File: src/rtl/gba_mem_bus.sv
// gba_mem_bus: GBA bus controller with region decode, wait states and byte-lane steering.
// Define GBA_MEMBUS_WAITSTATE_EN to enable per-region wait states (ROM_WAIT, EWRAM_WAIT).
module gba_mem_bus #(
    parameter int ROM_WAIT   = 4,
    parameter int EWRAM_WAIT = 2
) (
    input  logic        clk,
    input  logic        rstn,
    input  logic [31:0] mem_addr,
    input  logic [31:0] mem_wdata,
    output logic [31:0] mem_rdata,
    input  logic [1:0]  mem_width,
    input  logic        mem_read,
    input  logic        mem_write,
    output logic        mem_ok,
    output logic        ram_req,
    output logic        ram_we,
    output logic [3:0]  ram_region,
    output logic [23:0] ram_addr,
    output logic [3:0]  ram_be,
    output logic [31:0] ram_wdata,
    input  logic [31:0] ram_rdata,
    input  logic        ram_ack
);
    typedef enum logic [1:0] {IDLE, WAIT, ACCESS, DONE} state_t;
    state_t      state_q, state_d;
    logic [1:0]  width_q, off_q;
    logic [31:0] rdata_q, rdata_d, rot, rsel, wdata_d;
    logic [3:0]  region, be_d;
    logic        req, accept, mapped, rdonly, reject, unused_bits;

    assign req    = mem_read | mem_write;
    assign region = mem_addr[27:24];
    assign mapped = region == 4'h0 || (region >= 4'h2 && region <= 4'hE);
    assign rdonly = region == 4'h0 || (region >= 4'h8 && region <= 4'hD);
    assign reject = !mapped || (mem_write && rdonly);
    assign accept = state_q == IDLE && req;

    assign be_d    = mem_width[1] ? 4'hF : mem_width[0] ? (mem_addr[1] ? 4'hC : 4'h3) : 4'b0001 << mem_addr[1:0];
    assign wdata_d = mem_width[1] ? mem_wdata : mem_width[0] ? {2{mem_wdata[15:0]}} : {4{mem_wdata[7:0]}};

    // ARM misaligned word loads rotate; narrower loads pick a lane and zero-extend
    assign rot  = 32'({ram_rdata, ram_rdata} >> {off_q, 3'b000});
    assign rsel = width_q[1] ? rot :
                  width_q[0] ? {16'h0, off_q[1] ? ram_rdata[31:16] : ram_rdata[15:0]} :
                  {24'h0, rot[7:0]};

    assign ram_req   = state_q == ACCESS;
    assign mem_ok    = state_q == DONE;
    assign mem_rdata = rdata_q;

`ifdef GBA_MEMBUS_WAITSTATE_EN
    localparam logic [2:0] ROM_W   = ROM_WAIT > 7 ? 3'd7 : 3'(ROM_WAIT);
    localparam logic [2:0] EWRAM_W = EWRAM_WAIT > 7 ? 3'd7 : 3'(EWRAM_WAIT);
    logic [2:0] cnt_q, cnt_d, wait_cnt;

    assign wait_cnt    = (region >= 4'h8 && region <= 4'hE) ? ROM_W : region == 4'h2 ? EWRAM_W : 3'd0;
    assign unused_bits = ^mem_addr[31:28];

    always_ff @(posedge clk or negedge rstn) begin
        if (!rstn) cnt_q <= '0;
        else       cnt_q <= cnt_d;
    end
`else
    assign unused_bits = ^{mem_addr[31:28], ROM_WAIT, EWRAM_WAIT};
`endif

    always_comb begin
        state_d = state_q;
        rdata_d = rdata_q;
`ifdef GBA_MEMBUS_WAITSTATE_EN
        cnt_d   = cnt_q;
`endif
        case (state_q)
            IDLE: if (req) begin
                if (reject) begin
                    state_d = DONE;
                    rdata_d = '0;
                end
`ifdef GBA_MEMBUS_WAITSTATE_EN
                else if (wait_cnt != 3'd0) begin
                    state_d = WAIT;
                    cnt_d   = wait_cnt;
                end
`endif
                else state_d = ACCESS;
            end
`ifdef GBA_MEMBUS_WAITSTATE_EN
            WAIT: begin
                cnt_d   = cnt_q - 3'd1;
                state_d = !req ? IDLE : cnt_q == 3'd1 ? ACCESS : WAIT;
            end
`else
            WAIT: state_d = IDLE;
`endif
            // a dropped request still finishes the handshake, but completes silently
            ACCESS: if (ram_ack) begin
                state_d = req ? DONE : IDLE;
                rdata_d = req ? rsel : rdata_q;
            end
            default: state_d = IDLE;
        endcase
    end

    always_ff @(posedge clk or negedge rstn) begin
        if (!rstn) begin
            state_q    <= IDLE;
            rdata_q    <= '0;
            width_q    <= '0;
            off_q      <= '0;
            ram_we     <= 1'b0;
            ram_region <= '0;
            ram_addr   <= '0;
            ram_be     <= '0;
            ram_wdata  <= '0;
        end else begin
            state_q <= state_d;
            rdata_q <= rdata_d;
            if (accept) begin
                width_q    <= mem_width;
                off_q      <= mem_addr[1:0];
                ram_we     <= mem_write;
                ram_region <= region;
                ram_addr   <= {mem_addr[23:2], 2'b00};
                ram_be     <= be_d;
                ram_wdata  <= wdata_d;
            end
        end
    end
endmodule
File: config.mk
export PLATFORM = sky130hd
export DESIGN_NAME = gba_mem_bus
export DESIGN_NICKNAME = d
export VERILOG_FILES = /design/src/rtl/gba_mem_bus.sv
export SDC_FILE = /design/constraint.sdc
export NUM_CORES = 1
export LEC_CHECK = 0
export CAP_MARGIN = 15
export CORE_ASPECT_RATIO = 2
export CORE_MARGIN = 3
export CORE_UTILIZATION = 43
export DETAILED_ROUTE_END_ITERATION = 8
export GPL_TIMING_DRIVEN = 0
export HOLD_SLACK_MARGIN = 0.08
export PLACE_DENSITY_LB_ADDON = 0.12
export SLEW_MARGIN = 20
export SYNTH_ARGS = -nofsm -noshare
export SYNTH_HDL_FRONTEND = slang
export SYNTH_SLANG_ARGS = --single-unit
File: constraint.sdc
create_clock -name clk -period 2.4 [get_ports clk]
set_clock_uncertainty 0.2 [all_clocks]
set_input_delay 0.48 -clock clk [delete_from_list [all_inputs] [get_ports clk]]
set_output_delay 0.48 -clock clk [all_outputs]
set_load 0.1 [all_outputs]
Word level (Yosys, flattened, before mapping)
Cells that the tools add are included.
{"block": "op_classes", "magnitude_cmp": 4, "n_eq_ne": 6, "shifts": 2, "muxes": 18, "bitwise_logic": 1, "n_reduce_logical": 13}
{"operator": "2-to-1 mux 32 bit", "count": 7}
{"operator": "case mux 32 bit (2 select lines)", "count": 1}
{"operator": "right shift 64 x 5 -> 32 bit", "count": 1}
{"operator": "2-to-1 mux 16 bit", "count": 2}
{"operator": "2-to-1 mux 4 bit", "count": 3}
{"operator": "<= comparator 4 bit (second input constant)", "count": 2}
{"operator": "2-to-1 mux 2 bit", "count": 3}
{"operator": "AND reduction 5 bit", "count": 1}
{"operator": "equality test 2 bit (second input constant)", "count": 2}
{"operator": "greater-or-equal comparator 4 x 2 -> 1 bit (second input constant)", "count": 1}
{"operator": "greater-or-equal comparator 4 bit (second input constant)", "count": 1}
{"operator": "logical AND 1 bit", "count": 4}
{"operator": "zero test 4 bit", "count": 1}
{"operator": "inequality test 2 x 1 -> 1 bit (second input constant)", "count": 2}
{"operator": "inequality test 2 bit (second input constant)", "count": 2}
{"operator": "case mux 2 bit (2 select lines)", "count": 1}
{"operator": "<< shifter 1 x 2 -> 4 bit (first input constant)", "count": 1}
{"operator": "logical OR 1 bit", "count": 3}
{"operator": "zero test 2 bit", "count": 1}
{"operator": "AND reduction 2 bit", "count": 1}
{"operator": "nonzero test 2 bit", "count": 1}
{"operator": "zero test 1 bit", "count": 1}
{"operator": "2-to-1 mux 1 bit", "count": 1}
{"operator": "OR 1 bit", "count": 1}
{"block": "totals", "reg_bits": 101, "inputBits": 103, "word_cells": 53}

Depth between registers and ports, before layout
{"block": "depth", "ltp_word": 8, "mapped_depth": 6, "mapped_depth_nobuf": 4}

Least setup slack after synthesis
No wires, ideal clock.
{"block": "synth_path", "kind": "register to register", "from": "register state_q[0]", "to": "register rdata_q[20] (netlist: mem_rdata[20])", "setup_time_ns": 0.069, "arrival_ns": 2.793, "required_ns": 2.131, "path_slack_ns": -0.662, "path_stages_with_launch": 6, "period_less_slack_ns": 3.062, "cell_sequence": "dfrtp_1 nor2b_1 and3_1 clkbuf_1 clkbuf_1 a22o_1"}
{"block": "synth_between", "elab_chain_cells": 3, "elab_cells_between_ends": 9}
{"item": "start, declared", "line_no": "26", "text": "state_t state_q, state_d;"}
{"item": "start signal, assigned", "line_no": "117", "text": "state_q <= state_d;"}
{"item": "equality test 2 bit *"}
{"item": "net ram_req", "line_no": "16", "text": "output logic ram_req,"}
{"item": "inequality test 2 x 1 -> 1 bit (no source line) / nonzero test 2 bit (equally long branches)"}
{"item": "AND reduction 5 bit (no source line)"}
{"item": "end signal, assigned", "line_no": "118", "text": "rdata_q <= rdata_d;"}
{"item": "end, declared", "line_no": "28", "text": "logic [31:0] rdata_q, rdata_d, rot, rsel, wdata_d;"}
The timed path passes the listed nets; every way through them passes the cells marked *.
A chain may end at the register's enable or synchronous reset.

Worst setup path after layout
{"block": "layout_path", "from": "register ram_region[3]", "to": "output ram_region[3]"}
{"item": "start, declared", "line_no": "18", "text": "output logic [3:0] ram_region,"}
{"item": "start signal, assigned", "line_no": "123", "text": "ram_region <= region;"}
No word-level cell between the ends.

==> flow_summary.html <==
<table>
<tr><th>Metric</th><th>Value</th></tr>
<tr><th colspan="2">Yosys</th></tr>
<tr><td>Dominant cell type by area after synthesis</td><td>dfrtp_1</td></tr>
<tr><td>Most area-consuming cells after synthesis</td><td>dfrtp_1 (52%), mux2i_1 (11%), mux2_2 (10%)</td></tr>
<tr><td>Share of flip-flops with an asynchronous set or reset after synthesis</td><td>100%</td></tr>
<tr><td>Summed instance area of the synthesized netlist</td><td>4900 sq um</td></tr>
<tr><td>Seq/Total Area, Yosys</td><td>about half</td></tr>
<tr><td>Post-synth EDFFs</td><td>0</td></tr>
<tr><td>Count of unique library cells instantiated by Yosys</td><td>37</td></tr>
<tr><td>FF+latch count, synth</td><td>101</td></tr>
<tr><td>Top flip-flop cell by instance count after synthesis</td><td>dfrtp_1</td></tr>
<tr><td>Warnings, synthesis</td><td>0</td></tr>
<tr><td>Post-synthesis area per instance</td><td>around 12 sq um</td></tr>
<tr><td>Share of the synthesized area in the top cell type</td><td>between 50% and 60%</td></tr>
<tr><td>Post-Synthesis Cells</td><td>around 420</td></tr>
<tr><th colspan="2">Routing</th></tr>
<tr><td>DR pass1 iterations</td><td>7</td></tr>
<tr><td>Number of vias after detailed routing</td><td>around 4,200</td></tr>
<tr><td>DRC errors left</td><td>0</td></tr>
<tr><td>Average detailed-routed wire length per instance</td><td>a little under 20 um</td></tr>
<tr><td>Antenna-violating nets left</td><td>0</td></tr>
<tr><td>Drt initial violations</td><td>between 100 and 150</td></tr>
<tr><td>Final routed wirelength across all metal layers</td><td>15,000 um</td></tr>
<tr><td>Drt via density</td><td>about 5.4</td></tr>
<tr><th colspan="2">Critical path</th></tr>
<tr><td>Path depth of the worst reg2reg path</td><td>6</td></tr>
<tr><td>Depth of the critical timing path with buffers and inverters included</td><td>1</td></tr>
<tr><td>Buf+Inv Stages, Crit Path</td><td>1</td></tr>
<tr><td>CP Capture Type</td><td>output port</td></tr>
<tr><td>Kind of cell adding the most delay to the critical path</td><td>buffers and inverters</td></tr>
<tr><td>Critical Path Slowest Stage Cell</td><td>dlygate4sd2_1</td></tr>
<tr><td>Crit-path cells</td><td>dlygate4sd2_1</td></tr>
<tr><td>Max stage delay on crit path</td><td>just under 900 ps</td></tr>
<tr><td>Highest fanout seen on the critical path</td><td>2</td></tr>
<tr><td>Data arrival time of the critical path</td><td>1590 ps</td></tr>
<tr><td>Critical path type</td><td>flip-flop to output port</td></tr>
<tr><td>Required @ worst endpoint</td><td>approximately 1700 ps</td></tr>
<tr><td>Critical Path Start Type</td><td>flip-flop</td></tr>
<tr><th colspan="2">Floorplanning</th></tr>
<tr><td>Overall die height</td><td>157 um</td></tr>
<tr><td>Starting utilization of the core area</td><td>roughly 45%</td></tr>
<tr><td>Die area</td><td>between 10,000 and 15,000 sq um</td></tr>
<tr><td>Die outline width</td><td>approximately 82 um</td></tr>
<tr><td>Core ar.</td><td>11,000 sq um</td></tr>
<tr><td>Number of placement rows</td><td>54</td></tr>
<tr><td>I/O pin count</td><td>between 200 and 250</td></tr>
<tr><th colspan="2">STA</th></tr>
<tr><td>Transition time of the tightest slew-check pin</td><td>a little over 1000 ps</td></tr>
<tr><td>Max-slew violation total from the final report</td><td>0</td></tr>
<tr><td>Max Clk Rate</td><td>between 400 and 500 MHz</td></tr>
<tr><td>Post-layout min period</td><td>~2300 ps</td></tr>
<tr><td>Setup Viol. Count Final</td><td>0</td></tr>
<tr><td>Final setup margin</td><td>131 ps</td></tr>
<tr><td>RSZ-0062 raised after global routing</td><td>false</td></tr>
<tr><td>Hold violation count in the final report</td><td>0</td></tr>
<tr><td>Tcrit/Tclk final</td><td>a little over nine tenths</td></tr>
<tr><td>Final hold slack</td><td>approximately 270 ps</td></tr>
<tr><td>Relative max-transition margin</td><td>a little under a third</td></tr>
<tr><th colspan="2">Outcome</th></tr>
<tr><td>Run status</td><td>finished, final reports clean</td></tr>
<tr><th colspan="2">Clock tree</th></tr>
<tr><td>Post-CTS setup buffer count</td><td>0</td></tr>
<tr><td>Insertion delay to the later sink of the worst-skew pair</td><td>~340 ps</td></tr>
<tr><td>Max Buffers Root-to-Sink</td><td>2</td></tr>
<tr><td>TritonCTS clock tree</td><td>yes</td></tr>
<tr><td>Total CTS buffers</td><td>9</td></tr>
<tr><td>Number of levels in the clock H-tree</td><td>3</td></tr>
<tr><td>Clk sinks</td><td>slightly above 100</td></tr>
<tr><td>Clock-pin transition on the worst setup and hold timing paths</td><td>~70 ps</td></tr>
<tr><td>Cell chosen for the clock root</td><td>clkbuf_16</td></tr>
<tr><th colspan="2">GRT</th></tr>
<tr><td>Global routing usage summed across all routing layers</td><td>between 20% and 30%</td></tr>
<tr><td>Via count of the first global-routing pass</td><td>~4,600</td></tr>
<tr><td>Global-route wire length before repair</td><td>approximately 23,000 um</td></tr>
<tr><td>Layer with the highest usage</td><td>met2</td></tr>
<tr><td>Met2 track demand over resource in global routing</td><td>between 40% and 50%</td></tr>
<tr><td>Met1 routing resource usage after global routing</td><td>24.1%</td></tr>
<tr><td>Met3 track demand over resource</td><td>5.67%</td></tr>
<tr><td>Largest net degree at the start of global routing</td><td>58</td></tr>
<tr><td>Number of antenna violations at the first check in global routing</td><td>0</td></tr>
<tr><td>Total overflow reported by the global router</td><td>0</td></tr>
<tr><th colspan="2">Hold path</th></tr>
<tr><td>Hold Path Class</td><td>flip-flop to flip-flop</td></tr>
<tr><td>Cell count of the worst hold path</td><td>2</td></tr>
<tr><th colspan="2">Finish</th></tr>
<tr><td>Total of fill cells in the finished design</td><td>roughly 900</td></tr>
<tr><td>Number of antenna repair diodes</td><td>0</td></tr>
<tr><td>Most common cell after layout, fill and taps aside</td><td>dfrtp_1</td></tr>
<tr><td>Commonest non-fill, non-tap cells in the layout</td><td>dfrtp_1 (101), clkdlybuf4s50_1 (97), dlygate4sd2_1 (95)</td></tr>
<tr><td>Fraction of layout cells with a size suffix above 1</td><td>between 10 and 15%</td></tr>
<tr><td>Total number of nets in the final design</td><td>roughly 730</td></tr>
<tr><td>Area growth from synthesis to final layout</td><td>48.3%</td></tr>
<tr><td>Area of all placed cells without fillers</td><td>7270 sq um</td></tr>
<tr><th colspan="2">Placed design</th></tr>
<tr><td>I/O Buffers</td><td>roughly 200</td></tr>
<tr><td>Global placement routability congestion</td><td>around 0.86</td></tr>
<tr><td>Placed inst area</td><td>between 7000 and 8000 sq um</td></tr>
<tr><td>HPWL Detailed</td><td>11,800 um</td></tr>
<tr><td>Pre-CTS worst setup slack</td><td>-571 ps</td></tr>
<tr><th colspan="2">Flow run</th></tr>
<tr><td>Total of max-cap violations</td><td>0</td></tr>
</table>
[layout make-up]
type | instances | area, sq um | share of cell area, %
sequential | 101 | 2530 | 34.8
clock inverter | 6 | 56.3 | 0.775
clock buffer | 10 | 239 | 3.29
timing repair buffer | 197 | 1870 | 25.8
multi-input combinational | 283 | 2230 | 30.7
inverter | 3 | 11.3 | 0.155
tap | 140 | 175 | 2.41
buffer | 31 | 154 | 2.12
[cells in the mapped netlist, drive strengths merged, types with 3 or more instances]
| master | instances |
|---|---|
| dfrtp | 101 |
| a22o | 27 |
| buf | 14 |
| a21oi | 28 |
| mux4 | 8 |
| clkbuf | 18 |
| o2bb2ai | 7 |
| and2 | 3 |
| nor2 | 21 |
| inv | 3 |
| mux2 | 45 |
| nand2b | 4 |
| nand2 | 33 |
| mux2i | 52 |
| o21ai | 32 |
| nor2b | 3 |
[registers in the layout (all words and copies together) (netlist names)]
name	flops
mem_rdata	32
off_q	2
ram_be	4
state_q	2
ram_addr	22
ram_we	1
width_q	2
ram_region	4
ram_wdata	32
[final timing paths]
check,from,endpoint,slack (ps)
worst min-delay path,ram_region[2],ram_region[2],270
worst min register to register,ram_region[2],ram_region[2],270
worst max register to register,width_q[1],mem_rdata[2],320
worst max-delay path,ram_region[3],ram_region[3],130
max in group asynchronous,rstn,mem_rdata[22],930
min in group asynchronous,rstn,mem_rdata[0],430
[routing by layer]
metal / up-vias / share of wire (%)
li1: 1927 / -
met2: 204 / 56
met4: 0 / 3.8
met5: - / 0
met1: 2007 / 33
met3: 38 / 7.3
[worst min-delay path: cells and delay by family (launching register included)]
kind	cells	cell delay, ps
flops	1	340
simple gates	1	40
compound gates	1	60
[what timing repair did]
action | 4_1_cts | 5_1_grt
hold buffers | 1 | 0
endpoints found under the setup margin | 138 | 50
resized for setup | 105 | 5
endpoints found under the hold margin | 44 | 0
[cells by family after synthesis]
group	share of synthesized area (%)
muxes	24.7
and+or+nand+nor	6.97
AOI/OAI and AO/OA	13.4
buffers and inverters	3.32
other	0.0765
DFF	51.6
[stage by stage]
step	setup TNS, ps	cells	util, %
6_report	0	771	66.0
5_1_grt	0	771	66.0
4_1_cts	0	772	66.0
3_5_place_dp	-38200	755	64.2
3_3_place_gp	-357830	754	63.9
2_1_floorplan	0	419	-
Power is left out: the tool's default activity adds up to more than one toggle a clock period on the data nets, which glitch-free logic cannot reach.
